$ cat config.mk
export PLATFORM = sky130hd
export DESIGN_NAME = frame_buffer_arbiter_flat
export DESIGN_NICKNAME = d
export VERILOG_FILES = /design/src/rtl/frame_buffer_arbiter_if.sv /design/src/rtl/frame_buffer_arbiter.sv /design/src/flat_wrapper.sv
export SDC_FILE = /design/constraint.sdc
export NUM_CORES = 1
export LEC_CHECK = 0
export CORE_MARGIN = 4
export CORE_UTILIZATION = 42
export CTS_CLUSTER_SIZE = 25
export DETAILED_ROUTE_END_ITERATION = 10
export GPL_ROUTABILITY_DRIVEN = 0
export PLACE_DENSITY = 0.83
export SYNTH_ARGS = -nofsm -noshare
export SYNTH_HDL_FRONTEND = slang
export SYNTH_SLANG_ARGS = --single-unit
$ cat constraint.sdc
create_clock -name clk -period 2.4 [get_ports clk]
set_input_delay 0.24 -clock clk [delete_from_list [all_inputs] [get_ports clk]]
set_output_delay 0.24 -clock clk [all_outputs]
set_load 0.02 [all_outputs]
$ cat src/rtl/frame_buffer_arbiter_if.sv
// frame_buffer_arbiter_if: bundle for two drawing clients and the frame-buffer RAM port.
// Signals: cN_in_* requests, cN_out_* grant/return, mem_* RAM command and read data.
// Modports: slave = arbiter side, master = clients plus RAM side.
interface frame_buffer_arbiter_if #(
   parameter int ADDR_W = 16,
   parameter int DATA_W = 32
);
   localparam int BE_W = DATA_W / 8;

   logic [DATA_W-1:0] c0_in_data;
   logic [ADDR_W-1:0] c0_in_addr;
   logic [BE_W-1:0]   c0_in_wben;
   logic              c0_in_op;
   logic              c0_in_rts;
   logic              c0_out_rtr;
   logic [DATA_W-1:0] c0_out_data;
   logic              c0_out_xfc;

   logic [DATA_W-1:0] c1_in_data;
   logic [ADDR_W-1:0] c1_in_addr;
   logic [BE_W-1:0]   c1_in_wben;
   logic              c1_in_op;
   logic              c1_in_rts;
   logic              c1_out_rtr;
   logic [DATA_W-1:0] c1_out_data;
   logic              c1_out_xfc;

   logic              mem_rdy;
   logic              mem_en;
   logic              mem_we;
   logic [ADDR_W-1:0] mem_addr;
   logic [DATA_W-1:0] mem_wdata;
   logic [BE_W-1:0]   mem_wben;
   logic [DATA_W-1:0] mem_rdata;

   modport slave (
      input  c0_in_data, c0_in_addr, c0_in_wben, c0_in_op, c0_in_rts,
      input  c1_in_data, c1_in_addr, c1_in_wben, c1_in_op, c1_in_rts,
      input  mem_rdy, mem_rdata,
      output c0_out_rtr, c0_out_data, c0_out_xfc,
      output c1_out_rtr, c1_out_data, c1_out_xfc,
      output mem_en, mem_we, mem_addr, mem_wdata, mem_wben
   );

   modport master (
      output c0_in_data, c0_in_addr, c0_in_wben, c0_in_op, c0_in_rts,
      output c1_in_data, c1_in_addr, c1_in_wben, c1_in_op, c1_in_rts,
      output mem_rdy, mem_rdata,
      input  c0_out_rtr, c0_out_data, c0_out_xfc,
      input  c1_out_rtr, c1_out_data, c1_out_xfc,
      input  mem_en, mem_we, mem_addr, mem_wdata, mem_wben
   );
endinterface

$ cat src/rtl/frame_buffer_arbiter.sv
// frame_buffer_arbiter: two-client arbiter onto one frame-buffer RAM port.
// Ports: clk, rst_ (async active-low), bus (frame_buffer_arbiter_if.slave).
// One transfer per cycle is registered onto mem_*; reads return on cN_out_data
// with a one-cycle cN_out_xfc strobe RD_LAT+2 cycles after the transfer.
// Option: define C1_PRIORITY_EN to make client 1 win every tie; default is
// round-robin where a tie goes to the client not served last.
module frame_buffer_arbiter #(
   parameter int ADDR_W = 16,
   parameter int DATA_W = 32,
   parameter int RD_LAT = 1
) (
   input  logic                 clk,
   input  logic                 rst_,
   frame_buffer_arbiter_if.slave bus
);
   localparam int BE_W = DATA_W / 8;

   logic              cand0, cand1;
   logic              gnt0, gnt1, xfer;
   logic              last_q, last_d;
   logic              mem_en_q, mem_en_d;
   logic              mem_we_q, mem_we_d;
   logic [ADDR_W-1:0] mem_addr_q, mem_addr_d;
   logic [DATA_W-1:0] mem_wdata_q, mem_wdata_d;
   logic [BE_W-1:0]   mem_wben_q, mem_wben_d;
   // Read tags: tv = valid, tc = issuing client; stage RD_LAT lines up with mem_rdata.
   logic [RD_LAT:0]   tv_q, tv_d;
   logic [RD_LAT:0]   tc_q, tc_d;
   logic [DATA_W-1:0] d0_q, d0_d, d1_q, d1_d;
   logic              x0_q, x0_d, x1_q, x1_d;

   // last_q = 1 means client 1 was served last, so client 0 wins the next tie.
   always_comb begin
      cand0 = bus.mem_rdy & bus.c0_in_rts;
      cand1 = bus.mem_rdy & bus.c1_in_rts;
`ifdef C1_PRIORITY_EN
      gnt1  = cand1;
      gnt0  = cand0 & ~cand1;
`else
      gnt0  = cand0 & (~cand1 | last_q);
      gnt1  = cand1 & ~gnt0;
`endif
      xfer  = gnt0 | gnt1;
   end

   always_comb begin
      last_d      = last_q;
      mem_en_d    = xfer;
      mem_we_d    = mem_we_q;
      mem_addr_d  = mem_addr_q;
      mem_wdata_d = mem_wdata_q;
      mem_wben_d  = mem_wben_q;
      if (gnt1) begin
         last_d      = 1'b1;
         mem_we_d    = bus.c1_in_op;
         mem_addr_d  = bus.c1_in_addr;
         mem_wdata_d = bus.c1_in_data;
         mem_wben_d  = bus.c1_in_op ? bus.c1_in_wben : '0;
      end else if (gnt0) begin
         last_d      = 1'b0;
         mem_we_d    = bus.c0_in_op;
         mem_addr_d  = bus.c0_in_addr;
         mem_wdata_d = bus.c0_in_data;
         mem_wben_d  = bus.c0_in_op ? bus.c0_in_wben : '0;
      end
   end

   always_comb begin
      tv_d = {tv_q[RD_LAT-1:0], xfer & ~mem_we_d};
      tc_d = {tc_q[RD_LAT-1:0], gnt1};
      x0_d = tv_q[RD_LAT] & ~tc_q[RD_LAT];
      x1_d = tv_q[RD_LAT] &  tc_q[RD_LAT];
      d0_d = x0_d ? bus.mem_rdata : d0_q;
      d1_d = x1_d ? bus.mem_rdata : d1_q;
   end

   always_ff @(posedge clk or negedge rst_) begin
      if (!rst_) begin
         last_q      <= 1'b1;
         mem_en_q    <= 1'b0;
         mem_we_q    <= 1'b0;
         mem_addr_q  <= '0;
         mem_wdata_q <= '0;
         mem_wben_q  <= '0;
         tv_q        <= '0;
         tc_q        <= '0;
         d0_q        <= '0;
         d1_q        <= '0;
         x0_q        <= 1'b0;
         x1_q        <= 1'b0;
      end else begin
         last_q      <= last_d;
         mem_en_q    <= mem_en_d;
         mem_we_q    <= mem_we_d;
         mem_addr_q  <= mem_addr_d;
         mem_wdata_q <= mem_wdata_d;
         mem_wben_q  <= mem_wben_d;
         tv_q        <= tv_d;
         tc_q        <= tc_d;
         d0_q        <= d0_d;
         d1_q        <= d1_d;
         x0_q        <= x0_d;
         x1_q        <= x1_d;
      end
   end

   assign bus.c0_out_rtr  = gnt0;
   assign bus.c1_out_rtr  = gnt1;
   assign bus.c0_out_data = d0_q;
   assign bus.c1_out_data = d1_q;
   assign bus.c0_out_xfc  = x0_q;
   assign bus.c1_out_xfc  = x1_q;
   assign bus.mem_en      = mem_en_q;
   assign bus.mem_we      = mem_we_q;
   assign bus.mem_addr    = mem_addr_q;
   assign bus.mem_wdata   = mem_wdata_q;
   assign bus.mem_wben    = mem_wben_q;
endmodule

$ cat src/flat_wrapper.sv
// flat-port wrapper written by rule: the top's interface ports become plain ports
module frame_buffer_arbiter_flat 
#(
   parameter int ADDR_W = 16,
   parameter int DATA_W = 32,
   parameter int RD_LAT = 1
)
  (clk, rst_, bus_c0_in_data, bus_c0_in_addr, bus_c0_in_wben, bus_c0_in_op, bus_c0_in_rts, bus_c1_in_data, bus_c1_in_addr, bus_c1_in_wben, bus_c1_in_op, bus_c1_in_rts, bus_mem_rdy, bus_mem_rdata, bus_c0_out_rtr, bus_c0_out_data, bus_c0_out_xfc, bus_c1_out_rtr, bus_c1_out_data, bus_c1_out_xfc, bus_mem_en, bus_mem_we, bus_mem_addr, bus_mem_wdata, bus_mem_wben);
  frame_buffer_arbiter_if #(.ADDR_W(ADDR_W), .DATA_W(DATA_W)) bus_i ();
  input  logic clk;
  input  logic rst_;
  input wire logic [$bits(bus_i.c0_in_data)-1:0] bus_c0_in_data;
  input wire logic [$bits(bus_i.c0_in_addr)-1:0] bus_c0_in_addr;
  input wire logic [$bits(bus_i.c0_in_wben)-1:0] bus_c0_in_wben;
  input wire logic [$bits(bus_i.c0_in_op)-1:0] bus_c0_in_op;
  input wire logic [$bits(bus_i.c0_in_rts)-1:0] bus_c0_in_rts;
  input wire logic [$bits(bus_i.c1_in_data)-1:0] bus_c1_in_data;
  input wire logic [$bits(bus_i.c1_in_addr)-1:0] bus_c1_in_addr;
  input wire logic [$bits(bus_i.c1_in_wben)-1:0] bus_c1_in_wben;
  input wire logic [$bits(bus_i.c1_in_op)-1:0] bus_c1_in_op;
  input wire logic [$bits(bus_i.c1_in_rts)-1:0] bus_c1_in_rts;
  input wire logic [$bits(bus_i.mem_rdy)-1:0] bus_mem_rdy;
  input wire logic [$bits(bus_i.mem_rdata)-1:0] bus_mem_rdata;
  output wire logic [$bits(bus_i.c0_out_rtr)-1:0] bus_c0_out_rtr;
  output wire logic [$bits(bus_i.c0_out_data)-1:0] bus_c0_out_data;
  output wire logic [$bits(bus_i.c0_out_xfc)-1:0] bus_c0_out_xfc;
  output wire logic [$bits(bus_i.c1_out_rtr)-1:0] bus_c1_out_rtr;
  output wire logic [$bits(bus_i.c1_out_data)-1:0] bus_c1_out_data;
  output wire logic [$bits(bus_i.c1_out_xfc)-1:0] bus_c1_out_xfc;
  output wire logic [$bits(bus_i.mem_en)-1:0] bus_mem_en;
  output wire logic [$bits(bus_i.mem_we)-1:0] bus_mem_we;
  output wire logic [$bits(bus_i.mem_addr)-1:0] bus_mem_addr;
  output wire logic [$bits(bus_i.mem_wdata)-1:0] bus_mem_wdata;
  output wire logic [$bits(bus_i.mem_wben)-1:0] bus_mem_wben;
  assign bus_i.c0_in_data = bus_c0_in_data;
  assign bus_i.c0_in_addr = bus_c0_in_addr;
  assign bus_i.c0_in_wben = bus_c0_in_wben;
  assign bus_i.c0_in_op = bus_c0_in_op;
  assign bus_i.c0_in_rts = bus_c0_in_rts;
  assign bus_i.c1_in_data = bus_c1_in_data;
  assign bus_i.c1_in_addr = bus_c1_in_addr;
  assign bus_i.c1_in_wben = bus_c1_in_wben;
  assign bus_i.c1_in_op = bus_c1_in_op;
  assign bus_i.c1_in_rts = bus_c1_in_rts;
  assign bus_i.mem_rdy = bus_mem_rdy;
  assign bus_i.mem_rdata = bus_mem_rdata;
  assign bus_c0_out_rtr = bus_i.c0_out_rtr;
  assign bus_c0_out_data = bus_i.c0_out_data;
  assign bus_c0_out_xfc = bus_i.c0_out_xfc;
  assign bus_c1_out_rtr = bus_i.c1_out_rtr;
  assign bus_c1_out_data = bus_i.c1_out_data;
  assign bus_c1_out_xfc = bus_i.c1_out_xfc;
  assign bus_mem_en = bus_i.mem_en;
  assign bus_mem_we = bus_i.mem_we;
  assign bus_mem_addr = bus_i.mem_addr;
  assign bus_mem_wdata = bus_i.mem_wdata;
  assign bus_mem_wben = bus_i.mem_wben;
  frame_buffer_arbiter #(.ADDR_W(ADDR_W), .DATA_W(DATA_W), .RD_LAT(RD_LAT)) u_core (.clk(clk), .rst_(rst_), .bus(bus_i));
endmodule
# ---- Yosys cells after proc, flatten, opt, wreduce, memory -nomap -nowiden
# Index checks and enable logic that the tools add are counted.
dict set report totals {
  register_bits 125
  latch_bits 0
  mem_bits_rw 0
  romBits 0
  input_bits 143
  out_inout_bits 122
  wordCells 38
  n_memories 0
}
dict set report op_classes {
  n_addsub 0
  multipliers 0
  div_mod_pow 0
  magnitude_cmp 0
  eq_ne 0
  shifts 0
  muxes 12
  bitwise 13
  n_reduce_logical 1
}
# cell count
set ops {}
lappend ops {{32-bit 2-to-1 mux} 2}
lappend ops {{16-bit 2-to-1 mux} 2}
lappend ops {{4-bit 2-to-1 mux} 4}
lappend ops {{1-bit AND} 7}
lappend ops {{1-bit 2-to-1 mux} 4}
lappend ops {{1-bit NOT} 4}
lappend ops {{1-bit bitwise OR} 2}
lappend ops {{2-bit nonzero test} 1}

# ---- Longest topological paths before layout
dict set report depth {
  ltp_word 9
  depth_mapped 6
  ltp_nobuf 4
}

# ---- Worst setup path before layout
# No wires, ideal clock.
dict set report synth_timing {
  kind {reg-to-reg}
  start {register u_core.last_q}
  end {register u_core.mem_wdata_q[23] (netlist: u_core.bus.mem_wdata[23])}
  setup_ns 0.126
  t_arrival_ns 1.382
  required_ns 2.274
  setup_slack_ns 0.892
  stages_incl_launch_ff 6
  n_path_buf 2
  synth_period_minus_slack_ns 1.508
  path_cell_list {dfstp_2 > a21boi_2 > and2_1 > buf_2 > buf_2 > a221o_1}
}
dict set report synth_via {
  elab_chain_len 5
  elab_cells_between_ends 6
  cone_classes {mux (1); bitwise (4); reduce/logical (1)}
}
# element line_no
set synth_lines {}
lappend synth_lines {{from (decl)} frame_buffer_arbiter.sv:20} ;# logic last_q, last_d;
lappend synth_lines {{from (signal assigned)} frame_buffer_arbiter.sv:92} ;# last_q <= last_d;
lappend synth_lines {{1-bit bitwise OR (*)} frame_buffer_arbiter.sv:40} ;# gnt0 = cand0 & (~cand1 | last_q);
lappend synth_lines {{1-bit AND (*)} frame_buffer_arbiter.sv:40}
lappend synth_lines {{1-bit NOT (*)} frame_buffer_arbiter.sv:41} ;# gnt1 = cand1 & ~gnt0;
lappend synth_lines {{1-bit AND (*)} frame_buffer_arbiter.sv:41}
lappend synth_lines {{net bus_c1_out_rtr} flat_wrapper.sv:27} ;# output wire logic [$bits(bus_i.c1_out_rtr)-1:0] bus_c1_out_rtr;
lappend synth_lines {{32-bit 2-to-1 mux / 2-bit nonzero test (equally long branches)} --}
lappend synth_lines {{to (signal assigned)} frame_buffer_arbiter.sv:96} ;# mem_wdata_q <= mem_wdata_d;
lappend synth_lines {{to (decl)} frame_buffer_arbiter.sv:24} ;# logic [DATA_W-1:0] mem_wdata_q, mem_wdata_d;
# The timed path passes the listed nets; every way through them passes the cells marked *.
# A chain may end at the register's enable or synchronous reset.

# ---- Worst setup path in the final report
dict set report layout_timing {
  start {register u_core.last_q}
  end {output port bus_c0_out_rtr}
}
dict set report layout_via {
  elab_chain_len 2
}
# element line_no
set layout_lines {}
lappend layout_lines {{1-bit bitwise OR} frame_buffer_arbiter.sv:40}
lappend layout_lines {{1-bit AND} frame_buffer_arbiter.sv:40}
lappend layout_lines {{to (decl)} flat_wrapper.sv:24} ;# output wire logic [$bits(bus_i.c0_out_rtr)-1:0] bus_c0_out_rtr;
# No other way between the ends.

==> flow_summary.json <==
{
  "hpwlAfterDp_mm": 11.4,
  "met2WireLength_mm": 7.81,
  "ant_nets": 0,
  "fin_ws_ps": 217,
  "leakage_nw": 3.56,
  "worst_setup_path_start_kind": "flop",
  "status": "complete, no violations",
  "syn-num-nets": 486,
  "clkLatencyLatePin_ps": 400,
  "worst-setup-path-type": "flop to output port",
  "grt_pass1_wl_mm": 23.4,
  "path_cells": "nand2b_1 > and3_2 > clkdlybuf4s50_1",
  "fillers": 740,
  "finalSetupViolations": 0,
  "grt_max_degree": 52,
  "routed.top_layer": "met4",
  "io_pins": 265,
  "ys_seq_elements": 125,
  "drtIter0Drc": 288,
  "wl_per_cell_um": 20.3,
  "drive_gt1_share_pct": 7.85,
  "multi_input_area_mm2": 0.00171,
  "grt_pass1_vias": 4296,
  "cp.arrival_ps": 1940,
  "post_drt_via_cell_ratio": 5.22,
  "regArea_mm2": 0.00313,
  "worstPathMaxFanout": 4,
  "area_growth_pct": 69.9,
  "power_density_mw_per_mm2": 930,
  "cts_tree": "built",
  "fin_skew_ps": 11.6,
  "ir_drop_mv": 0.447,
  "die_w_um": 117,
  "track_usage_pct": 22.9,
  "clock-sinks": 125,
  "start_util_pct": 43.1,
  "mostFrequentLayoutCell": "clkdlybuf4s50_1",
  "post-place-ws_ps": 266,
  "die_h_um": 117,
  "num_vias": 4011,
  "gr-total-overflow": 0,
  "yosysWarnings": 0,
  "synth_area_leader_cell": "dfrtp_1",
  "worstPathRequired_ps": 2160,
  "cap_violations": 0,
  "final_cell_area_mm2": 0.00844,
  "wl_met1_mm": 6.00,
  "syn_area_mm2": 0.00497,
  "yosysTopAreaCellShare_pct": 62.5,
  "period_needed_ps": 2180,
  "dp_cells": 734,
  "cts_htree_levels": 4,
  "seq_area_frac_synth_pct": 63.0,
  "finalNetCount": 754,
  "clk_pin_slew_worst_paths_ps": 50,
  "layout_common_cells": "263 x clkdlybuf4s50_1, 124 x dfrtp_1, 64 x mux2_1",
  "port_buffers": 264,
  "cpPeakStageDelay_ps": 640,
  "ys_types": 23,
  "grt_antenna_before_repair": 0,
  "relSlewSlack_pct": 55.0,
  "critPathCaptureType": "output port",
  "hold_class": "flop to flop",
  "avgSynthCellArea_um2": 14.5,
  "fin_cells": 768,
  "tightest_slew_ps": 675,
  "postSynthCellCount": 343,
  "cts_buffer_depth": 2,
  "drtPass1Iterations": 4,
  "final.setup.tns_ps": 0,
  "ys_top_cells_by_area": "dfrtp_1 62%, mux2_1 15%, a221o_1 9.7%",
  "fmax_ghz": 0.458,
  "rows": 39,
  "clock-root-buffer": "clkbuf_16",
  "timing.final.crit_share_pct": 91.0,
  "drt_wl_total_mm": 15.6,
  "rrSetupSlack_ps": 710,
  "placed_cell_area_mm2": 0.00775,
  "core_mm2": 0.0115,
  "met3WireLength_mm": 1.52,
  "die-area_mm2": 0.0136,
  "cpMaxStageDelayCell": "clkdlybuf4s50_1",
  "drcViolationCount": 0,
  "cts_buffers": 17,
  "cts_setup_buffers": 0,
  "rsz0062_at_grt": "false",
  "maxSlewViolCount": 0,
  "hold_viol_final": 0
}
-- where the power goes --
group / internal (W) / switching [W] / total, W / leakage [nW]
Sequential: 0.00252 / 0.000216 / 0.00273 / 1.50
Clock: 0.00200 / 0.000901 / 0.00290 / 0.331
Combinational: 0.00117 / 0.00104 / 0.00222 / 1.73
Total: 0.00569 / 0.00216 / 0.00785 / 3.56
-- kinds of logic after synthesis --
family | synth area share [%]
flip-flops | 63.0
AND/OR/NAND/NOR | 7.73
multiplexers | 14.5
AO/OA/AOI/OAI | 11.8
buffers and inverters | 3.02
-- per-layer routing --
layer	up-vias	global-route usage [%]
met2	209	37.9
met5	-	0
met1	1973	27.1
met4	0	7.42
li1	1808	-
met3	21	9.43
-- state kept, by name, indices dropped and copies added (netlist names) --
register and flops:
u_core.bus.mem_wben 4, u_core.bus.mem_we 1, u_core.bus.c0_out_data 32, u_core.tc_q 2, u_core.last_q 1, u_core.bus.mem_en 1
u_core.bus.c0_out_xfc 1, u_core.bus.mem_addr 16, u_core.tv_q 2, u_core.bus.mem_wdata 32, u_core.bus.c1_out_data 32, u_core.bus.c1_out_xfc 1
-- repair_timing --
action,in CTS,in global routing
endpoints found under the hold margin,49,0
hold buffers,1,0
resized for setup,0,0
-- Yosys cell counts --
master and instances:
clkbuf_1 7, buf_2 15, nor2b_1 1, nand4_1 4, dfrtp_1 124, a21o_1 4
mux2_1 64, o21ai_1 1, a22o_1 2, buf_6 1, and3_1 1, and2_1 49
a21oi_1 2, buf_8 2, inv_2 2, a21boi_2 1, nor2_1 4, a31oi_1 3
a221o_1 48, dfstp_2 1, a32o_2 1, nand2_1 5, nand2b_1 1
-- worst paths after layout --
kind / start / endpoint / depth (start not counted)
worst max register to register: u_core.last_q / u_core.bus.mem_wdata[5] / 4
min in group asynchronous: rst_ / u_core.bus.c1_out_data[4] / 2
worst max-delay path: u_core.last_q / bus_c0_out_rtr / 3
worst min-delay path: u_core.tc_q[0] / u_core.tc_q[1] / 0
max in group asynchronous: rst_ / u_core.last_q / 3
worst min register to register: u_core.tc_q[0] / u_core.tc_q[1] / 0
-- through the flow --
step                      total power, W  hold WS (ps)  util (%)
after floorplan                  0.00368         -55.6         -
after detailed placement         0.00498           326      67.3
final                            0.00785           355      73.3
after global routing             0.00818           377      73.3
after CTS                        0.00792           357      73.3
after global placement           0.00491           305      67.3
-- area by class of cell --
| type | count | share of cell area, % |
|---|---|---|
| Clock buffer | 21 | 5.46 |
| Antenna cell | 1 | 0.0297 |
| Tap cell | 143 | 2.12 |
| Timing Repair Buffer | 274 | 32.5 |
| Clock inverter | 11 | 2.52 |
| Multi-Input combinational cell | 191 | 20.2 |
| Inverter | 2 | 0.0890 |
| Sequential cell | 125 | 37.1 |
-- critical path: cells and delay by family, from the launching register on --
family / cells / cell delay (ps)
buffers and inverters: 1 / 640
flip-flops: 1 / 540
AND/OR/NAND/NOR: 2 / 360
(Power assumes the default switching activity.)
